`src/rtl/prefetch_buffer_pkg.sv`:
```
// Shared types and constants for the instruction prefetch buffer.
package prefetch_buffer_pkg;

    typedef enum logic [1:0] {
        IDLE  = 2'd0,
        ISSUE = 2'd1,
        WAIT  = 2'd2
    } fetch_state_e;

    localparam logic [31:0] WORD_BYTES = 32'd4;

    function automatic logic [31:0] next_word_addr(input logic [31:0] addr);
        return addr + WORD_BYTES;
    endfunction

endpackage

```
`src/rtl/prefetch_fifo.sv`:
```
// DEPTH x 32 instruction word FIFO; clear drops every entry by snapping the
// read pointer onto the write pointer.
module prefetch_fifo #(
    parameter  int DEPTH = 4,
    localparam int AW    = $clog2(DEPTH)
) (
    input  logic          clock,
    input  logic          reset,
    input  logic          push_i,
    input  logic          pop_i,
    input  logic          clear_i,
    input  logic [31:0]   wdata_i,
    output logic [31:0]   rdata_o,
    output logic [AW:0]   count_o,
    output logic          full_o,
    output logic          empty_o
);

    localparam logic [AW-1:0] PTR_ONE  = AW'(1);
    localparam logic [AW-1:0] PTR_ZERO = {AW{1'b0}};
    localparam logic [AW:0]   CNT_ONE  = (AW+1)'(1);
    localparam logic [AW:0]   CNT_ZERO = {(AW+1){1'b0}};
    localparam logic [AW:0]   CNT_FULL = (AW+1)'(DEPTH);

    logic [31:0]   mem_q [DEPTH];
    logic [AW-1:0] rd_ptr_q, rd_ptr_d;
    logic [AW-1:0] wr_ptr_q, wr_ptr_d;
    logic [AW:0]   count_q, count_d;
    logic          push_ok_s, pop_ok_s;

    assign full_o  = (count_q == CNT_FULL);
    assign empty_o = (count_q == CNT_ZERO);
    assign count_o = count_q;
    assign rdata_o = mem_q[rd_ptr_q];

    // Pointer and occupancy next-state; a push into a full FIFO is only taken alongside a pop.
    always_comb begin
        push_ok_s = push_i & (~full_o | pop_i);
        pop_ok_s  = pop_i & ~empty_o;
        rd_ptr_d  = rd_ptr_q;
        wr_ptr_d  = wr_ptr_q;
        count_d   = count_q;
        if (clear_i) begin
            rd_ptr_d = wr_ptr_q;
            count_d  = CNT_ZERO;
        end else begin
            if (push_ok_s) begin
                wr_ptr_d = wr_ptr_q + PTR_ONE;
            end else begin
                wr_ptr_d = wr_ptr_q;
            end
            if (pop_ok_s) begin
                rd_ptr_d = rd_ptr_q + PTR_ONE;
            end else begin
                rd_ptr_d = rd_ptr_q;
            end
            case ({push_ok_s, pop_ok_s})
                2'b10:   count_d = count_q + CNT_ONE;
                2'b01:   count_d = count_q - CNT_ONE;
                default: count_d = count_q;
            endcase
        end
    end

    // Pointer and occupancy registers.
    always_ff @(posedge clock or negedge reset) begin
        if (!reset) begin
            rd_ptr_q <= PTR_ZERO;
            wr_ptr_q <= PTR_ZERO;
            count_q  <= CNT_ZERO;
        end else begin
            rd_ptr_q <= rd_ptr_d;
            wr_ptr_q <= wr_ptr_d;
            count_q  <= count_d;
        end
    end

    // Word storage; contents are only meaningful below the occupancy count.
    always_ff @(posedge clock) begin
        if (push_ok_s && !clear_i) begin
            mem_q[wr_ptr_q] <= wdata_i;
        end
    end

endmodule

```
`src/rtl/prefetch_buffer.sv`:
```
// Sequential instruction prefetcher: streams words ahead of the core into a
// small FIFO, serves fetches from its head and restarts on redirect or flush.
module prefetch_buffer
    import prefetch_buffer_pkg::*;
#(
    parameter int DEPTH = 4
) (
    input  logic        reset,
    input  logic        clock,
    input  logic        fetch_valid,
    input  logic [31:0] fetch_addr,
    input  logic        fetch_flush,
    output logic [31:0] fetch_rdata,
    output logic        fetch_ready,
    output logic        imemory_valid,
    output logic        imemory_instr,
    output logic [31:0] imemory_addr,
    output logic [31:0] imemory_wdata,
    output logic [3:0]  imemory_wstrb,
    input  logic [31:0] imemory_rdata,
    input  logic        imemory_ready
);

    localparam int          AW        = $clog2(DEPTH);
    localparam logic [AW:0] CNT_DEPTH = (AW+1)'(DEPTH);

    fetch_state_e state_q;
    logic         imem_valid_q;
    logic [31:0]  imem_addr_q;
    logic [31:0]  head_addr_q, head_addr_d;
    logic [31:0]  pf_addr_q, pf_addr_d;
    logic [31:0]  req_addr_q, req_addr_d;
    logic         req_pend_q, req_pend_d;
    logic         discard_q, discard_d;

    logic [31:0]  head_data_s;
    logic [AW:0]  count_s;
    logic         full_s, empty_s;
    logic         ready_s, addr_match_s, miss_s, kill_s, hit_s, push_s, issue_ok_s;

    prefetch_fifo #(.DEPTH(DEPTH)) u_fifo (
        .clock   (clock),
        .reset   (reset),
        .push_i  (push_s),
        .pop_i   (hit_s),
        .clear_i (kill_s),
        .wdata_i (imemory_rdata),
        .rdata_o (head_data_s),
        .count_o (count_s),
        .full_o  (full_s),
        .empty_o (empty_s)
    );

    // A miss or flush kills both the buffered words and any response landing this cycle.
    always_comb begin
        ready_s      = (state_q == WAIT) & imemory_ready;
        addr_match_s = (head_addr_q == req_addr_q);
        miss_s       = req_pend_q & ~addr_match_s;
        kill_s       = miss_s | fetch_flush;
        hit_s        = req_pend_q & addr_match_s & ~empty_s & ~fetch_flush;
        push_s       = ready_s & ~discard_q & ~kill_s & (~full_s | hit_s);
        issue_ok_s   = (count_s < CNT_DEPTH) & ~kill_s;
    end

    assign fetch_ready   = hit_s;
    assign fetch_rdata   = hit_s ? head_data_s : 32'h0000_0000;
    assign imemory_valid = imem_valid_q;
    assign imemory_addr  = imem_addr_q;
    assign imemory_instr = 1'b1;
    assign imemory_wdata = 32'h0000_0000;
    assign imemory_wstrb = 4'h0;

    // Memory request FSM with registered request outputs.
    always_ff @(posedge clock or negedge reset) begin
        if (!reset) begin
            state_q      <= IDLE;
            imem_valid_q <= 1'b0;
            imem_addr_q  <= 32'h0000_0000;
        end else begin
            case (state_q)
                IDLE: begin
                    if (issue_ok_s) begin
                        state_q      <= ISSUE;
                        imem_valid_q <= 1'b1;
                        imem_addr_q  <= pf_addr_q;
                    end else begin
                        state_q      <= IDLE;
                        imem_valid_q <= 1'b0;
                        imem_addr_q  <= 32'h0000_0000;
                    end
                end
                ISSUE: begin
                    state_q      <= WAIT;
                    imem_valid_q <= 1'b0;
                    imem_addr_q  <= 32'h0000_0000;
                end
                WAIT: begin
                    if (imemory_ready) begin
                        state_q <= IDLE;
                    end else begin
                        state_q <= WAIT;
                    end
                    imem_valid_q <= 1'b0;
                    imem_addr_q  <= 32'h0000_0000;
                end
                default: begin
                    state_q      <= IDLE;
                    imem_valid_q <= 1'b0;
                    imem_addr_q  <= 32'h0000_0000;
                end
            endcase
        end
    end

    // Address tracking keeps pf_addr equal to head_addr plus one word per buffered entry.
    always_comb begin
        head_addr_d = head_addr_q;
        pf_addr_d   = pf_addr_q;
        if (miss_s) begin
            head_addr_d = req_addr_q;
            pf_addr_d   = req_addr_q;
        end else if (fetch_flush) begin
            head_addr_d = head_addr_q;
            pf_addr_d   = head_addr_q;
        end else begin
            if (hit_s) begin
                head_addr_d = next_word_addr(head_addr_q);
            end else begin
                head_addr_d = head_addr_q;
            end
            if (push_s) begin
                pf_addr_d = next_word_addr(pf_addr_q);
            end else begin
                pf_addr_d = pf_addr_q;
            end
        end
    end

    // An in-flight request whose response is still to come must be dropped on arrival.
    always_comb begin
        discard_d = discard_q;
        if (kill_s && ((state_q == ISSUE) || ((state_q == WAIT) && !imemory_ready))) begin
            discard_d = 1'b1;
        end else if (ready_s) begin
            discard_d = 1'b0;
        end else begin
            discard_d = discard_q;
        end
    end

    // A new fetch overrides whatever request is still pending.
    always_comb begin
        req_pend_d = req_pend_q;
        req_addr_d = req_addr_q;
        if (fetch_valid) begin
            req_pend_d = 1'b1;
            req_addr_d = fetch_addr;
        end else if (hit_s) begin
            req_pend_d = 1'b0;
            req_addr_d = req_addr_q;
        end else begin
            req_pend_d = req_pend_q;
            req_addr_d = req_addr_q;
        end
    end

    // Address, discard and request registers.
    always_ff @(posedge clock or negedge reset) begin
        if (!reset) begin
            head_addr_q <= 32'h0000_0000;
            pf_addr_q   <= 32'h0000_0000;
            req_addr_q  <= 32'h0000_0000;
            req_pend_q  <= 1'b0;
            discard_q   <= 1'b0;
        end else begin
            head_addr_q <= head_addr_d;
            pf_addr_q   <= pf_addr_d;
            req_addr_q  <= req_addr_d;
            req_pend_q  <= req_pend_d;
            discard_q   <= discard_d;
        end
    end

endmodule
```
`config.mk`:
```
export PLATFORM = sky130hd
export DESIGN_NAME = prefetch_buffer
export DESIGN_NICKNAME = d
export VERILOG_FILES = /design/src/rtl/prefetch_buffer_pkg.sv /design/src/rtl/prefetch_fifo.sv /design/src/rtl/prefetch_buffer.sv
export SDC_FILE = /design/constraint.sdc
export NUM_CORES = 1
export LEC_CHECK = 0
export CAP_MARGIN = 20
export CELL_PAD_IN_SITES_DETAIL_PLACEMENT = 0
export CELL_PAD_IN_SITES_GLOBAL_PLACEMENT = 1
export CORE_UTILIZATION = 23
export CTS_CLUSTER_SIZE = 40
export DETAILED_ROUTE_END_ITERATION = 10
export PLACE_DENSITY = 0.59
export SLEW_MARGIN = 20
export SYNTH_ARGS = -nofsm -noshare
export SYNTH_HDL_FRONTEND = slang
export SYNTH_HIERARCHICAL = 1
export SYNTH_SLANG_ARGS = --single-unit
```
`constraint.sdc`:
```
create_clock -name clock -period 7.07 [get_ports clock]
set_clock_uncertainty 0.15 [all_clocks]
set_input_delay 0.707 -clock clock [delete_from_list [all_inputs] [get_ports clock]]
set_output_delay 0.707 -clock clock [all_outputs]
set_load 0.01 [all_outputs]
```
## After elaboration in Yosys (flattened, before gate mapping)

Memories as Yosys holds them, arrays and structs flattened.
Cells that the tools add are included.

- Bits in latches: 0
- Memories kept: 1
- Memory bits (writable): 128
- Input port bits: 69
- Flip-flop bits (word level): 140
- Output and inout port bits: 103
- Bits in read-only memories: 0

Memory list:

| name | depth | bits a word | rd ports | clocked after memory_dff | wr ports | RTL line | RTL |
|---|---|---|---|---|---|---|---|
| u_fifo.mem_q | 4 | 32 | 1 | 0 | 1 | prefetch_fifo.sv:25 | `logic [31:0] mem_q [DEPTH];` |

- Bitwise logic cells: 19
- Add/subtract/negate cells: 6
- Magnitude comparators: 1
- Eq/ne operators: 7
- $mul: 0
- Shift operators: 0
- Reduce and logical (&&, ||, !) cells: 16
- Div/mod/pow operators: 0
- Mux-type cells: 24

Operators by type and width:

| operator | number |
|---|---|
| $mux W32 | 9 |
| $add A32 B3 Y32 const B | 2 |
| $eq A32 B32 Y1 | 1 |
| $and A1 B1 Y1 | 11 |
| $mux W1 | 9 |
| $reduce_bool A2 Y1 | 4 |
| $mux W2 | 3 |
| $not A1 Y1 | 6 |
| $pmux W2 S3 | 1 |
| $pmux W3 S2 | 1 |
| $reduce_bool A3 Y1 | 2 |
| $add A2 B1 Y2 const B | 2 |
| $eq A2 B1 Y1 const B | 2 |
| $eq A2 B2 Y1 const B | 2 |
| $reduce_and A2 Y1 | 2 |
| $add A3 B1 Y3 const B | 1 |
| $eq A3 B3 Y1 const B | 1 |
| $logic_and A1 B1 Y1 | 3 |
| $logic_not A3 Y1 | 1 |
| $lt A3 B3 Y1 const B | 1 |
| $mux W3 | 1 |
| $sub A3 B1 Y3 const B | 1 |
| $logic_not A1 Y1 | 2 |
| $logic_not A2 Y1 | 1 |
| other kinds (3) | 4 |

## Logic depth before layout (Yosys ltp)

Gate-level depths: netlist (run 1).

- Word-level depth: 11
- Mapped depth: 16
- Gate-level depth less buffers: 12

## By module

Netlist (run 1), hierarchy kept.

By module, submodules not included:

| module | seq. area each (um^2) | times used | cells each | area each (um^2) |
|---|---|---|---|---|
| prefetch_buffer | 3303.2 | 1 | 770 | 7651.1 |
| prefetch_fifo | 4018.9 | 1 | 229 | 5175.0 |

## Worst setup path before layout (run 1)

OpenSTA, ideal clock, no wires.

- Path kind: reg-to-reg
- Start: register head_addr_q[16]
- End: memory u_fifo.mem_q[0][0], enable pin
- Data arrival time: 3664 ps
- Stages on the path, launching flop included: 14
- Buffers on the path: 5
- Clock period less this slack: 4206 ps
- Data required time: 6528 ps
- Slack: 2864 ps
- Setup time: 392 ps
- Cells stage by stage: dfrtp_1 buf_6 xor2_1 nor4_2 nand4_1 or4_1 buf_2 clkinv_2 buf_4 clkbuf_1 buf_2 inv_1 a311oi_4 and2_1

- Elaborated cells between the ends (all ways): 16
- Those cells by class: eq/ne: 1; mux: 2; bitwise: 11; reduce/logical: 2

RTL lines:

| item | RTL line | RTL |
|---|---|---|
| start, declared | prefetch_buffer.sv:30 | `logic [31:0] head_addr_q, head_addr_d;` |
| start signal, assigned | prefetch_buffer.sv:176 | `head_addr_q <= head_addr_d;` |
| $eq A32 B32 Y1 (*) | prefetch_buffer.sv:57 | `addr_match_s = (head_addr_q == req_addr_q);` |
| $and A1 B1 Y1 (*) (3 in a row) | prefetch_buffer.sv:60 | `hit_s = req_pend_q & addr_match_s & ~empty_s & ~fetch_flush;` |
| net fetch_ready | prefetch_buffer.sv:14 | `output logic fetch_ready,` |
| $or A1 B1 Y1 (*) | prefetch_fifo.sv:38, prefetch_buffer.sv:61 |  |
| $and A1 B1 Y1 | prefetch_buffer.sv:61 | `push_s = ready_s & ~discard_q & ~kill_s & (~full_s \| hit_s);` |
| $and A1 B1 Y1 (*) | prefetch_fifo.sv:38 | `push_ok_s = push_i & (~full_o \| pop_i);` |
| $logic_and A1 B1 Y1 (*) | prefetch_fifo.sv:80 | `if (push_ok_s && !clear_i) begin` |
| $mux W1 (*) | prefetch_fifo.sv:80 |  |
| $mux W1 (implied by the code) (*) | prefetch_fifo.sv:81 | `mem_q[wr_ptr_q] <= wdata_i;` |
| end, declared | prefetch_fifo.sv:25 |  |

Mark *: on every way through the listed nets, which the timed path passes. The rest lies on a longest branch.

## Final worst setup path (run 1)

- Start: register head_addr_q[20]
- End: output port fetch_rdata[11]

- Cells in the longest elaborated chain, start to end: 5

Ends and longest elaborated chain:

| item | RTL line | RTL |
|---|---|---|
| $eq A32 B32 Y1 | prefetch_buffer.sv:57 |  |
| $and A1 B1 Y1 (3 in a row) | prefetch_buffer.sv:60 |  |
| $mux W32 | prefetch_buffer.sv:66 | `assign fetch_rdata = hit_s ? head_data_s : 32'h0000_0000;` |
| end, declared | prefetch_buffer.sv:13 | `output logic [31:0] fetch_rdata,` |

No other way between the ends.

==> flow_summary.json, run 1 <==
{
  "synth_flop_cell": "dfrtp_1",
  "powerDensity_nw_per_um2": 226,
  "min_path_type": "in -> async",
  "r2r-end": "u_fifo/mem_q[2][9]",
  "endpoint": "fetch_rdata[11]",
  "cts_buffers": 29,
  "ys_warn_count": 6,
  "crit_slowest_cell": "nor4_1",
  "place_area_um2": 14800,
  "crit_type": "reg -> out",
  "syn_area_per_cell_um2": 12.8,
  "io_buffers": 134,
  "p_sw_mw": 0.865,
  "end_kind": "primary output",
  "yosysMostFrequentCell": "dfrtp_1",
  "cts_max_level": 1,
  "grt_pass1_vias": 8732,
  "layout-drive-gt1-share_pct": 14.1,
  "r2r-start": "head_addr_q[20]",
  "cp_cell_sequence": "xor2_1, nor4_1, nand4_1, or4_1, clkinv_2, buf_4, and2_1, clkdlybuf4s50_1",
  "rsz0062_at_grt": "no",
  "synthDistinctLibCells": 65,
  "post-route-min-period_ns": 5.21,
  "numClockSinks": 267,
  "cp.arrival_ns": 4.35,
  "holdBufCountCts": 0,
  "ys_seq_area_share_pct": 57.1,
  "ioPinCount": 172,
  "synthTopCellsByArea": "edfxtp_1, dfrtp_1, mux4_2, mux2_2, xor2_1",
  "rows": 86,
  "leakage_nw": 5.77,
  "cp_num_cells": 8,
  "synthTopCellsByCount": "dfrtp_1, edfxtp_1, and2_1",
  "grt.total_usage_pct": 12.5,
  "r2r_slack_ns": 2.22,
  "peakVddDrop_mv": 0.159,
  "drt_first_pass_iters": 4,
  "critPathLaunchType": "flop",
  "clock_latency_ns": 0.57,
  "antenna_left": 0,
  "cts_tree": "built",
  "p_comb_share_pct": 7.0,
  "finalSetupTns_ns": 0,
  "viasPerCell": 4.47,
  "antenna_found_initial": 10,
  "place_hpwl_um": 23400,
  "synth-edff-count": 128,
  "synth_largest_area_cell": "edfxtp_1",
  "clkPwrFrac_pct": 43.0,
  "final_nets": 1191,
  "post-route-period-util_pct": 73.7,
  "die_width_um": 238,
  "crit_buf_inv": 3,
  "detail_route.wl_per_cell_um": 18.7,
  "placed_cells": 1832,
  "p_seq_share_pct": 50.0,
  "core_area_um2": 55100,
  "cts_resized": 0,
  "overflow": 0,
  "vias": 8443,
  "grt_pass1_wl_um": 54200,
  "worstSetupStartpoint": "head_addr_q[20]",
  "dieArea_um2": 56700,
  "cts_root_buffer": "clkbuf_16",
  "cp_max_fo": 38,
  "synth-seq-cells": 267,
  "path_delay_family": "simple AND/OR/NAND/NOR gates",
  "relSlewSlack_pct": 35.9,
  "synth_top_area_share_pct": 30.0,
  "fill_cells": 5714,
  "synthArstFlopShare_pct": 52.1,
  "syn_area_um2": 12800,
  "max_stage_delay_ns": 0.61,
  "internal_power_mw": 2.69,
  "status": "finished, final reports clean",
  "path_clk_slew_ns": 0.06,
  "place.gp.congestion": 0.797,
  "final-setup-viol-count": 0,
  "clockBufferDepth": 3,
  "fin_area_um2": 15700,
  "fin_util_pct": 28.5,
  "drtIter0Drc": 496,
  "area_growth_pct": 22.5,
  "worst_slew_pin_slew_ns": 0.954,
  "cts_setup_buffers": 0,
  "r2r_cells": 11,
  "final_hold_viol_count": 0,
  "power_mw": 3.55,
  "switching_share_pct": 24.3,
  "start_util_pct": 23.3,
  "grt_max_degree": 81,
  "drv_cap": 0,
  "drc": 0,
  "stdcell_count": 1887,
  "die_y_um": 238,
  "routed_wl_um": 35300,
  "worstPathRequired_ns": 6.21,
  "fmax_mhz": 192,
  "syn_inst": 999,
  "slew_violations": 0
}
[worst min path at each step]
| stage | start | to |
|---|---|---|
| 2_1_floorplan | reset | discard_q |
| 3_3_place_gp | pf_addr_q[1] | imemory_addr[1] |
| 3_5_place_dp | pf_addr_q[1] | pf_addr_q[1] |
| 4_1_cts | reset | imemory_addr[7] |
| 5_1_grt | reset | req_addr_q[15] |
| 6_report | reset | req_addr_q[14] |
[logic make-up after synthesis]
kind of cell,after synthesis,share of synthesized area [%]
AOI/OAI and AO/OA,128,7.53
adders and majority gates,7,0.741
and+or+nand+nor,290,12.3
DFF,267,57.1
other,2,0.0586
muxes,115,12.6
buffers and inverters,131,5.68
xor gates and xnor gates,59,4.03
[layout by cell type (no fill, tap or decap), types with 7 or more instances in the layout]
cell type / instances
dfrtp_1: 138
clkdlybuf4s50_1: 131
edfxtp_1: 128
and2_1: 67
nand2_1: 59
mux2_2: 53
xor2_1: 51
nor3_1: 39
conb_1: 37
mux4_2: 32
mux2i_1: 30
clkbuf_16: 29
inv_1: 28
nor2_1: 23
o21ai_0: 23
nand3_1: 23
o211ai_1: 19
nand4_1: 17
buf_4: 17
a221o_1: 16
nor4_1: 14
nand2b_1: 13
a2bb2oi_1: 13
a31oi_1: 12
and3_1: 9
clkinv_2: 8
xnor2_1: 8
a21oi_1: 7
[registers in the layout, indices dropped and copies added, names as in the netlist, 2 cells and up]
| name | cells |
|---|---|
| u_fifo/mem_q | 128 |
| head_addr_q | 32 |
| imemory_addr | 32 |
| pf_addr_q | 32 |
| req_addr_q | 32 |
| u_fifo/count_o | 3 |
| state_q | 2 |
| u_fifo/rd_ptr_q | 2 |
| u_fifo/wr_ptr_q | 2 |
[per-layer routing]
layer  wire length [um]  share of wire (%)  GRT usage (%)  vias to the layer above
met5                114               0.32              0                        -
met4                984                2.8           3.36                       16
met2              15700                 44           19.4                      245
met1              16000                 45           16.8                     4235
met3               2490                7.1           3.55                       80
li1                   -                  -              -                     3867
[worst register-to-register path, cell delays in order (launching register included)]
cell and delay (ns):
dfrtp_1 0.46, xor2_1 0.17, nor4_1 0.61, nand4_1 0.32
or4_1 0.59, clkinv_2 0.38, o2111ai_1 0.28, inv_1 0.34
inv_1 0.14, a311oi_4 0.40, and2_1 0.20, buf_4 0.44
[stage by stage]
stage / hold slack [ns] / worst slack (ns)
6_report: 0.0488 / 1.86
5_1_grt: 0.105 / 1.71
4_1_cts: 0.0582 / 1.85
3_5_place_dp: 0.341 / 2.23
3_3_place_gp: 0.330 / 2.37
2_1_floorplan: 0.261 / 2.86
[power by group through the flow]
stage | combinational, mW | clock [mW] | sequential (mW)
global route | 0.278 | 1.63 | 1.79
finish | 0.250 | 1.53 | 1.78
global placement | 0.251 | 0 | 1.80
floorplan | 0.173 | 0 | 1.77
detailed placement | 0.252 | 0 | 1.81
CTS | 0.254 | 1.57 | 1.78
[final cells by class]
cell class	instances	area (um2)	share of cell area (%)
timing repair buffer	151	1460	9.29
multi-input combinational	636	4920	31.3
clock inverter	20	186	1.19
antenna	1	2.50	0.0159
sequential	267	7320	46.6
tap	748	936	5.96
inverter	30	114	0.725
clock buffer	34	764	4.87
(Power assumes the default switching activity.)
==> run 2, diff against run 1 <==
--- a/config.mk
+++ b/config.mk
@@ -11,7 +11,7 @@
 export CORE_UTILIZATION = 23
 export CTS_CLUSTER_SIZE = 40
 export DETAILED_ROUTE_END_ITERATION = 10
-export PLACE_DENSITY = 0.59
+export PLACE_DENSITY = 0.6
 export SLEW_MARGIN = 20
 export SYNTH_ARGS = -nofsm -noshare
 export SYNTH_HDL_FRONTEND = slang
==> constraint.sdc (replaced) <==
create_clock -name clock -period 4.5 [get_ports clock]
set_clock_uncertainty 0.15 [all_clocks]
set_input_delay 0.45 -clock clock [delete_from_list [all_inputs] [get_ports clock]]
set_output_delay 0.45 -clock clock [all_outputs]
set_load 0.01 [all_outputs]
==> flow_summary.json, run 2 (synthesis gave the netlist of run 1 again) <==
{
  "peakVddDrop_mv": 0.258,
  "grt_pass1_wl_um": 52700,
  "drc": 0,
  "leakage_nw": 5.85,
  "final_nets": 1200,
  "min_path_type": "in -> reg",
  "end_kind": "primary output",
  "relSlewSlack_pct": 34.5,
  "routed_wl_um": 34800,
  "seqCellArea_um2": 7320,
  "numClockSinks": 267,
  "die_y_um": 238,
  "rsz0062_at_grt": "no",
  "antenna_found_initial": 12,
  "regMostFlops": "u_fifo/mem_q",
  "diodes": 0,
  "start_util_pct": 23.3,
  "largest_reg_flops": 128,
  "fmax_mhz": 235,
  "dieArea_um2": 56700,
  "core_area_um2": 55100,
  "powerDensity_nw_per_um2": 360,
  "cts_max_level": 1,
  "multi_input_area_um2": 4930,
  "layout-drive-gt1-share_pct": 14.6,
  "place_hpwl_um": 23200,
  "die_width_um": 238,
  "rows": 86,
  "clockBufferDepth": 3,
  "ioPinCount": 172,
  "cts_root_buffer": "clkbuf_16",
  "drt_first_pass_iters": 8,
  "clock_latency_ns": 0.57,
  "critPathLaunchType": "flop",
  "drtIter0Drc": 723,
  "slew_violations": 0,
  "path_clk_slew_ns": 0.06,
  "io_buffers": 134,
  "drv_cap": 0,
  "cp.arrival_ns": 3.66,
  "antenna_left": 0,
  "cp_max_fo": 84,
  "grt.total_usage_pct": 12.2,
  "grt_pass1_vias": 8375,
  "post-route-min-period_ns": 4.26,
  "post-route-period-util_pct": 94.6,
  "worst_slew_pin_slew_ns": 0.976,
  "grt_max_degree": 85,
  "r2r_slack_ns": 0.52,
  "final_hold_viol_count": 0,
  "place.gp.congestion": 0.789,
  "detail_route.wl_per_cell_um": 18.3,
  "cts_tree": "built",
  "fill_cells": 5721,
  "crit_type": "reg -> out",
  "worstPathRequired_ns": 3.90,
  "status": "finished, final reports clean",
  "hold_ws_ns": 0.293,
  "final_cell_mix": "dfrtp_1, clkdlybuf4s50_1, edfxtp_1, and2_1, nand2_1",
  "cts_buffers": 30,
  "finalSetupTns_ns": 0,
  "vias": 8316,
  "overflow": 0,
  "final-setup-viol-count": 0,
  "viasPerCell": 4.39,
  "area_growth_pct": 24.1,
  "layout_commonest_cell": "dfrtp_1"
}
[run 2: changes by cell type in the layout (fill, tap and decap cells not counted), sizes merged]
cell	before	now
buf	20	27
diode	1	0
clkbuf	34	42
dlygate4sd3	0	1
clkinvlp	1	0
bufinv	3	4
clkinv	17	10
[run 2: power by group]
group          switching [mW]  internal (mW)  total, mW
sequential              0.143           2.65       2.79
clock                   0.989           1.55       2.54
combinational           0.212          0.192      0.404
[run 2: critical path, cell delays in order, from the launching register on]
cell and delay [ns]:
dfrtp_1 0.43, xor2_1 0.23, nor4_1 0.33, nand4_1 0.24, or4_1 0.60, clkinv_2 0.11, buf_16 0.33, and2_1 0.22
clkdlybuf4s50_1 0.54
[run 2: metal layers]
layer	GRT usage, %	routed length [um]	vias to the layer above
met5	0	128	-
met4	2.62	670	20
met3	3.69	2590	65
met2	18.1	15000	246
met1	17.2	16300	4103
li1	-	-	3882
[run 2: cell type report]
type,count,area share (%)
multi-input cells,636,31.0
inverters,30,0.715
repair buffers,159,10.0
flip-flops and latches,267,46.0
clock inverters,13,1.03
well taps,748,5.88
clock buffers,42,5.38
[run 2: final timing paths]
check,from,endpoint,depth (start not counted)
min in group asynchronous,reset,pf_addr_q[7],2
worst min-delay path,fetch_flush,discard_q,4
worst max register to register,req_addr_q[19],u_fifo/count_o[2],12
worst min register to register,pf_addr_q[1],imemory_addr[1],1
worst max-delay path,req_addr_q[19],fetch_rdata[18],8
max in group asynchronous,reset,req_addr_q[30],3
[run 2: through the flow]
stage	total power, mW	util, %	setup slack [ns]	instances	area (um2)
after floorplan	3.05	-	0.294	1034	13000
after global placement	3.24	27.0	0.469	1839	14900
after detailed placement	3.24	27.0	0.475	1839	14900
after CTS	5.81	28.9	0.131	1895	15900
after global routing	5.98	28.9	0.00110	1895	15900
final	5.73	28.9	0.242	1895	15900
[run 2: what timing repair did]
item	CTS	global route
gates resized for setup	1	1
hold buffers	1	0
pin swaps	0	0
cloned	0	0
setup endpoints to repair	1	1
setup buffers	0	0
hold endpoints to repair	76	0
==> run 3, diff against run 2 <==
--- a/config.mk
+++ b/config.mk
@@ -11,6 +11,7 @@
 export CORE_UTILIZATION = 23
 export CTS_CLUSTER_SIZE = 40
 export DETAILED_ROUTE_END_ITERATION = 10
+export GPL_ROUTABILITY_DRIVEN = 0
 export PLACE_DENSITY = 0.6
 export SLEW_MARGIN = 20
 export SYNTH_ARGS = -nofsm -noshare
==> results of run 3 <==
Same layout as run 2: the final DEF is identical, and so are final timing and power.
